[config.mk]
export PLATFORM = sky130hd
export DESIGN_NAME = cpu_mc_wait
export DESIGN_NICKNAME = d
export VERILOG_FILES = /design/src/rtl/cpu_mc_wait_pkg.sv /design/src/rtl/cpu_mc_wait_gprs.sv /design/src/rtl/cpu_mc_wait.sv
export SDC_FILE = /design/constraint.sdc
export NUM_CORES = 1
export LEC_CHECK = 0
export CELL_PAD_IN_SITES_DETAIL_PLACEMENT = 1
export CELL_PAD_IN_SITES_GLOBAL_PLACEMENT = 2
export CORE_ASPECT_RATIO = 0.8
export CORE_MARGIN = 2
export CORE_UTILIZATION = 41
export DETAILED_ROUTE_END_ITERATION = 10
export GPL_ROUTABILITY_DRIVEN = 0
export PLACE_DENSITY_LB_ADDON = 0.08
export SYNTH_ARGS = -nofsm -noshare
export SYNTH_HDL_FRONTEND = slang
export SYNTH_HIERARCHICAL = 1
export SYNTH_SLANG_ARGS = --single-unit
[constraint.sdc]
create_clock -name clk -period 6.81 [get_ports clk]
set_input_delay 1.362 -clock clk [delete_from_list [all_inputs] [get_ports clk]]
set_output_delay 1.362 -clock clk [all_outputs]
set_load 0.05 [all_outputs]
[src/rtl/cpu_mc_wait_pkg.sv]
// Shared types and instruction field positions for the multicycle 16-bit core.
package cpu_pkg;

    typedef enum logic [3:0] {
        OP_MOV  = 4'd0,
        OP_ADD  = 4'd1,
        OP_SUB  = 4'd2,
        OP_CMP  = 4'd3,
        OP_LD   = 4'd4,
        OP_ST   = 4'd5,
        OP_MVHI = 4'd6,
        OP_J    = 4'd8,
        OP_JZ   = 4'd9,
        OP_JN   = 4'd10,
        OP_CALL = 4'd12
    } opcode_e;

    typedef enum logic [2:0] {
        FETCH,
        DECODE,
        EXEC,
        MEM,
        LDWB,
        HALT
    } state_e;

    localparam int unsigned OP_LSB    = 0;
    localparam int unsigned OP_MSB    = 3;
    localparam int unsigned IMM_BIT   = 4;
    localparam int unsigned RX_LSB    = 5;
    localparam int unsigned RX_MSB    = 7;
    localparam int unsigned RY_LSB    = 8;
    localparam int unsigned RY_MSB    = 10;
    localparam int unsigned IMM8_LSB  = 8;
    localparam int unsigned IMM8_MSB  = 15;
    localparam int unsigned IMM11_LSB = 5;
    localparam int unsigned IMM11_MSB = 15;

    // Sign-extend the 8-bit immediate to a 16-bit operand.
    function automatic logic [15:0] sext8(input logic [7:0] v);
        return {{8{v[7]}}, v};
    endfunction

    // Sign-extend the 11-bit jump offset and scale it to a byte offset.
    function automatic logic [15:0] jofs11(input logic [10:0] v);
        return {{4{v[10]}}, v, 1'b0};
    endfunction

endpackage

[src/rtl/cpu_mc_wait_gprs.sv]
// 8 x 16 general-purpose register file: two asynchronous read ports, one write port.
module gprs_top (
    input  logic        clk,
    input  logic        reset,
    input  logic [2:0]  raddr_a,
    output logic [15:0] rdata_a,
    input  logic [2:0]  raddr_b,
    output logic [15:0] rdata_b,
    input  logic        we,
    input  logic [2:0]  waddr,
    input  logic [15:0] wdata
);

    logic [15:0] regs [8];

    // Registers clear on reset; one write per cycle when we is set.
    always_ff @(posedge clk or posedge reset) begin
        if (reset) begin
            for (int unsigned i = 0; i < 8; i++) begin
                regs[i] <= '0;
            end
        end else if (we) begin
            regs[waddr] <= wdata;
        end
    end

    assign rdata_a = regs[raddr_a];
    assign rdata_b = regs[raddr_b];

endmodule

[src/rtl/cpu_mc_wait.sv]
// Multicycle 16-bit core with waitrequest handshake, halt control and retire counter.
module cpu_mc_wait
    import cpu_pkg::*;
#(
    parameter int unsigned ADDR_W   = 16,
    parameter logic [15:0] RESET_PC = 16'h0000,
    parameter int unsigned RET_W    = 32
) (
    input  logic              clk,
    input  logic              reset,
    output logic [ADDR_W-1:0] o_mem_addr,
    output logic              o_mem_rd,
    output logic              o_mem_wr,
    output logic [15:0]       o_mem_wrdata,
    input  logic              i_mem_waitrequest,
    input  logic [15:0]       i_mem_rddata,
    input  logic              i_halt,
    output logic              o_halted,
    output logic [ADDR_W-1:0] o_pc,
    output logic [RET_W-1:0]  o_retired
);

    state_e      state;
    logic [15:0] ir;
    logic        flag_n;
    logic        flag_z;

    opcode_e     op;
    opcode_e     dec_op;
    logic        dec_ldst;
    logic [2:0]  rx_sel;
    logic [2:0]  ry_sel;
    logic [15:0] ra_data;
    logic [15:0] rb_data;
    logic [15:0] op_b;
    logic [15:0] sum;
    logic [15:0] diff;
    logic [15:0] alu_res;
    logic        set_flags;
    logic        taken;
    logic [ADDR_W-1:0] target;
    logic [ADDR_W-1:0] pc_after;
    logic [ADDR_W-1:0] next_fetch;
    logic        retire;

    logic        gpr_we;
    logic [2:0]  gpr_waddr;
    logic [15:0] gpr_wdata;

    // While decoding, register reads follow the word arriving from memory so that
    // ld/st can present their address straight from DECODE; this keeps ld/st
    // latency at 4/3 cycles while all outputs stay registered.
    assign rx_sel   = (state == DECODE) ? i_mem_rddata[RX_MSB:RX_LSB] : ir[RX_MSB:RX_LSB];
    assign ry_sel   = (state == DECODE) ? i_mem_rddata[RY_MSB:RY_LSB] : ir[RY_MSB:RY_LSB];
    assign op       = opcode_e'(ir[OP_MSB:OP_LSB]);
    assign dec_op   = opcode_e'(i_mem_rddata[OP_MSB:OP_LSB]);
    assign dec_ldst = (dec_op == OP_LD) || (dec_op == OP_ST);

    gprs_top u_gprs (
        .clk     (clk),
        .reset   (reset),
        .raddr_a (rx_sel),
        .rdata_a (ra_data),
        .raddr_b (ry_sel),
        .rdata_b (rb_data),
        .we      (gpr_we),
        .waddr   (gpr_waddr),
        .wdata   (gpr_wdata)
    );

    assign op_b = ir[IMM_BIT] ? sext8(ir[IMM8_MSB:IMM8_LSB]) : rb_data;
    assign sum  = ra_data + op_b;
    assign diff = ra_data - op_b;

    // In EXEC o_pc already holds pc_next, so relative jumps are based on it.
    assign target   = ir[IMM_BIT] ? ADDR_W'(16'(o_pc) + jofs11(ir[IMM11_MSB:IMM11_LSB]))
                                  : ra_data[ADDR_W-1:0];
    assign pc_after = taken ? target : o_pc;

    assign retire     = (state == EXEC) || (state == LDWB) ||
                        ((state == MEM) && !i_mem_waitrequest && (op == OP_ST));
    assign next_fetch = (state == EXEC) ? pc_after : o_pc;

    // ALU, branch resolution and register writeback select.
    always_comb begin
        gpr_we    = 1'b0;
        gpr_waddr = ir[RX_MSB:RX_LSB];
        gpr_wdata = '0;
        alu_res   = '0;
        set_flags = 1'b0;
        taken     = 1'b0;
        case (state)
            EXEC: begin
                case (op)
                    OP_MOV: begin
                        gpr_we    = 1'b1;
                        gpr_wdata = op_b;
                    end
                    OP_ADD: begin
                        alu_res   = sum;
                        set_flags = 1'b1;
                        gpr_we    = 1'b1;
                        gpr_wdata = sum;
                    end
                    OP_SUB: begin
                        alu_res   = diff;
                        set_flags = 1'b1;
                        gpr_we    = 1'b1;
                        gpr_wdata = diff;
                    end
                    OP_CMP: begin
                        alu_res   = diff;
                        set_flags = 1'b1;
                    end
                    OP_MVHI: begin
                        gpr_we    = 1'b1;
                        gpr_wdata = {ir[IMM8_MSB:IMM8_LSB], ra_data[7:0]};
                    end
                    OP_J:  taken = 1'b1;
                    OP_JZ: taken = flag_z;
                    OP_JN: taken = flag_n;
                    OP_CALL: begin
                        taken     = 1'b1;
                        gpr_we    = 1'b1;
                        gpr_waddr = 3'd7;
                        gpr_wdata = 16'(o_pc);
                    end
                    default: ;
                endcase
            end
            LDWB: begin
                gpr_we    = 1'b1;
                gpr_wdata = i_mem_rddata;
            end
            default: ;
        endcase
    end

    // Control FSM with registered bus outputs, PC, flags and retire counter.
    always_ff @(posedge clk or posedge reset) begin
        if (reset) begin
            state        <= FETCH;
            o_pc         <= RESET_PC[ADDR_W-1:0];
            ir           <= '0;
            flag_n       <= 1'b0;
            flag_z       <= 1'b0;
            o_mem_rd     <= 1'b0;
            o_mem_wr     <= 1'b0;
            o_mem_addr   <= '0;
            o_mem_wrdata <= '0;
            o_retired    <= '0;
            o_halted     <= 1'b0;
        end else begin
            case (state)
                FETCH: begin
                    // Only the first fetch after reset finds rd low; every other
                    // entry into FETCH already has the request on the bus.
                    if (!o_mem_rd) begin
                        o_mem_rd   <= 1'b1;
                        o_mem_addr <= o_pc;
                    end else if (!i_mem_waitrequest) begin
                        o_mem_rd <= 1'b0;
                        state    <= DECODE;
                    end
                end
                DECODE: begin
                    ir   <= i_mem_rddata;
                    o_pc <= o_pc + ADDR_W'(2);
                    if (dec_ldst) begin
                        state        <= MEM;
                        o_mem_addr   <= {rb_data[ADDR_W-1:1], 1'b0};
                        o_mem_rd     <= (dec_op == OP_LD);
                        o_mem_wr     <= (dec_op == OP_ST);
                        if (dec_op == OP_ST) begin
                            o_mem_wrdata <= ra_data;
                        end
                    end else begin
                        state <= EXEC;
                    end
                end
                EXEC: begin
                    if (set_flags) begin
                        flag_n <= alu_res[15];
                        flag_z <= (alu_res == '0);
                    end
                    o_pc <= pc_after;
                end
                MEM: begin
                    if (!i_mem_waitrequest) begin
                        o_mem_rd <= 1'b0;
                        o_mem_wr <= 1'b0;
                        if (op != OP_ST) begin
                            state <= LDWB;
                        end
                    end
                end
                LDWB: ;
                HALT: begin
                    if (!i_halt) begin
                        o_halted   <= 1'b0;
                        state      <= FETCH;
                        o_mem_rd   <= 1'b1;
                        o_mem_addr <= o_pc;
                    end
                end
                default: state <= FETCH;
            endcase

            if (retire) begin
                o_retired <= o_retired + RET_W'(1);
                if (i_halt) begin
                    state    <= HALT;
                    o_halted <= 1'b1;
                end else begin
                    state      <= FETCH;
                    o_mem_rd   <= 1'b1;
                    o_mem_addr <= next_fetch;
                end
            end
        end
    end

endmodule

==> reports/metrics.cfg <==
[run_status]
outcome = finished, final reports clean

[min_path]
min_path_type = reg -> reg
holdPathEnd = o_retired[31]$_DFFE_PP0N_
hp-start = o_retired[31]$_DFFE_PP0N_
hold_depth = 1

[clocking]
postCtsSetupRepairBufs = 0
numCtsBuffers = 27
cts_tree = yes
clock-sinks = 232
clockBufferDepth = 3
clockRootBuffer = clkbuf_16
cts_resized = 0
cts_hold_buf = 0
clk_pin_slew_ns = 0.07
clk_latency_ns = 0.57
h-tree-depth = 1

[sta]
hold_viol = 0
rsz0062_at_grt = false
worst_pin_slew_ns = 1.09
slew_headroom = 0.265
timing.final.crit_share = 0.912
clock.fmax_mhz = 161
setup_viol = 0
maxSlewViolCount = 0
fin_skew_ns = 0.0184
tns_ns = 0
period_minus_slack_ns = 6.21

[final_layout]
fin_nets = 1529
drive_gt1_frac = 0.216
fillCellCount = 3874
area_delta_synth_final_pct = 16.4

[place]
dp_hpwl_microns = 39300
port_buffers = 102

[setup_path]
slowest_delay_ns = 0.60
r2r_setup_slack_ns = 0.60
critical_path.slowest_cell = dfrtp_1
r2r_cells = 21
worstSetupPathType = reg -> reg
r2r_start = state[0]$_DFFE_PP0P_
cp_data_arrival_time_ns = 6.66
crit_path_start_kind = register
required_ns = 7.26
path_cells = nand2b_1 > nor2_2 > nand2_1 > nand2_1 > buf_12 > mux4_2 > mux2_2 > mux2i_1 > ha_1 > nor2b_1 > o31ai_1 > a21oi_1 > o41ai_1 > buf_4 > nor4_1 > nor4_1 > o21ai_0 > o21ba_2 > o21ai_0 > buf_4 > mux2_2
timing.rr.end = u_gprs/regs[77]$_DFFE_PP0P_
end_kind = register
path_max_fanout = 18

[detailed_routing]
wire_per_inst_microns = 27.4
dr.pass1.iters = 5
drcViolationCount = 0
vias = 11952
drtIter0Drc = 923
drtAntennaViolNets = 0
totalWireLength_microns = 53600
viasPerCell = 6.11

[global_route]
grt-ovfl-total = 0
grt_first_pass_wirelength_microns = 80400
grt_start_max_net_pins = 77
antenna_found_initial = 3
grt_pass1_vias = 12181
grt_use_total = 0.280

[synth]
syn_avg_cell_area_sq_um = 11.1
synthTopCellsByArea = dfrtp_1 38%, mux2_2 13%, mux4_1 8.0%
synth-compound-area-share = 0.122
syn_nets = 1435
synth-simple-area-share = 0.109
synth_top_family_by_area = multiplexers
ys.flop_type = dfrtp_1
synthCells = 1362
yosysSeqAreaShare = 0.383
synth_common_cells = 232 x dfrtp_1, 171 x mux2_2, 127 x nand2_1
synth-xor-area-share = 0.0403
ys_ff_latch = 232
yosysTopAreaCell = dfrtp_1
muxShareOfSynthArea = 0.254
synth-async-reset-ratio = 1.00
synth_edf_count = 0
netlist_area_sq_um = 15200
synth.most_common_cell = dfrtp_1
synth_top_area_frac = 0.383
synth_fa_ha_area_frac = 0.0452
yosysUniqueCellTypes = 86
ys_warn_count = 6

[run]
cap_violations = 0

[floorplanning]
coreArea_sq_um = 36100
num_rows = 62
floorplan.initialDensity = 0.419
die_area_sq_um = 38500
die_x_microns = 219
ios = 103
die_h_microns = 176

==> layer usage <==
metal / global-route usage / share of wire / vias up
li1: - / - / 5282
met5: 0 / 0.00024 / -
met1: 0.419 / 0.48 / 6256
met2: 0.411 / 0.43 / 348
met4: 0.0670 / 0.025 / 2
met3: 0.0648 / 0.069 / 64
==> cells by family after synthesis <==
logic type                 count (synthesis)
muxes                                    265
adders and majority gates                 53
AOI/OAI and AO/OA                        269
buffers and inverters                    135
DFF                                      232
xor gates and xnor gates                  69
and+or+nand+nor                          339
==> area by class of cell <==
| class | instances | area [sq um] | share of cell area |
|---|---|---|---|
| Antenna cell | 1 | 2.50 | 0.000142 |
| Clock buffer | 42 | 822 | 0.0466 |
| Clock inverter | 6 | 72.6 | 0.00411 |
| Inverter | 48 | 185 | 0.0105 |
| Multi-Input combinational cell | 995 | 8720 | 0.494 |
| Sequential cell | 232 | 5810 | 0.329 |
| Tap cell | 480 | 601 | 0.0340 |
| Timing Repair Buffer | 152 | 1430 | 0.0813 |
==> flip-flops by register name, summed over array words and instances (netlist names) <==
signal / flops
flag_n: 1
flag_z: 1
ir: 16
o_halted: 1
o_mem_addr: 16
o_mem_rd: 1
o_mem_wr: 1
o_mem_wrdata: 16
o_pc: 16
o_retired: 32
state: 3
u_gprs/regs: 128
==> critical path: cells and delay by family (launching register included) <==
family          cells  cell delay [ns]
simple gates        7             1.57
mux                 4             1.51
compound gates      6             1.47
flops               1             0.60
buf+inv             3             0.60
fa+ha+maj           1             0.33
==> stage by stage <==
step | area, sq um | worst slack, ns | hold slack [ns] | util | std cells
after CTS | 17600 | 0.680 | 0.476 | 0.488 | 1955
after detailed placement | 16700 | 0.151 | 0.468 | 0.463 | 1907
final | 17600 | 0.596 | 0.473 | 0.488 | 1956
after global routing | 17600 | 0.251 | 0.507 | 0.488 | 1955
after global placement | 16700 | 0.247 | 0.459 | 0.463 | 1907
after floorplan | 15200 | 1.06 | 0.449 | - | 1362
==> cell usage in the layout, fill, tap and decap left out, types with 5 or more instances in the layout <==
cell type / count
a21oi_1: 64
clkbuf_8: 9
o21bai_1: 10
nor2b_1: 9
ha_1: 50
nand2b_1: 17
a222oi_1: 24
or2_2: 5
nor2_1: 74
mux2_2: 171
inv_1: 44
clkbuf_1: 6
a31oi_1: 10
mux4_1: 46
nand3_1: 29
mux2_1: 10
nor4_1: 8
clkdlybuf4s50_1: 102
clkbuf_16: 27
a22oi_1: 10
mux4_2: 18
o21a_1: 8
nand4_1: 13
nand2_1: 127
mux2i_1: 20
o22ai_1: 10
o211ai_1: 8
a211oi_1: 10
o21ai_0: 59
a21o_1: 11
buf_4: 47
dfrtp_1: 232
nor3_1: 13
o31ai_1: 5
and3_1: 15
xor2_1: 15
xnor2_1: 53
==> worst max-delay path by stage <==
stage                                         to  depth (start not counted)                 start
floorplan           u_gprs/regs[109]$_DFFE_PP0P_                         26  state[2]$_DFFE_PP0P_
global placement     u_gprs/regs[45]$_DFFE_PP0P_                         19       i_mem_rddata[8]
detailed placement   u_gprs/regs[77]$_DFFE_PP0P_                         19       i_mem_rddata[8]
CTS                  u_gprs/regs[77]$_DFFE_PP0P_                         21  state[0]$_DFFE_PP0P_
global route         u_gprs/regs[77]$_DFFE_PP0P_                         21  state[0]$_DFFE_PP0P_
finish               u_gprs/regs[77]$_DFFE_PP0P_                         21  state[0]$_DFFE_PP0P_
Power is left out: the tool's default activity adds up to more than one toggle a clock period on the data nets, which glitch-free logic cannot reach.
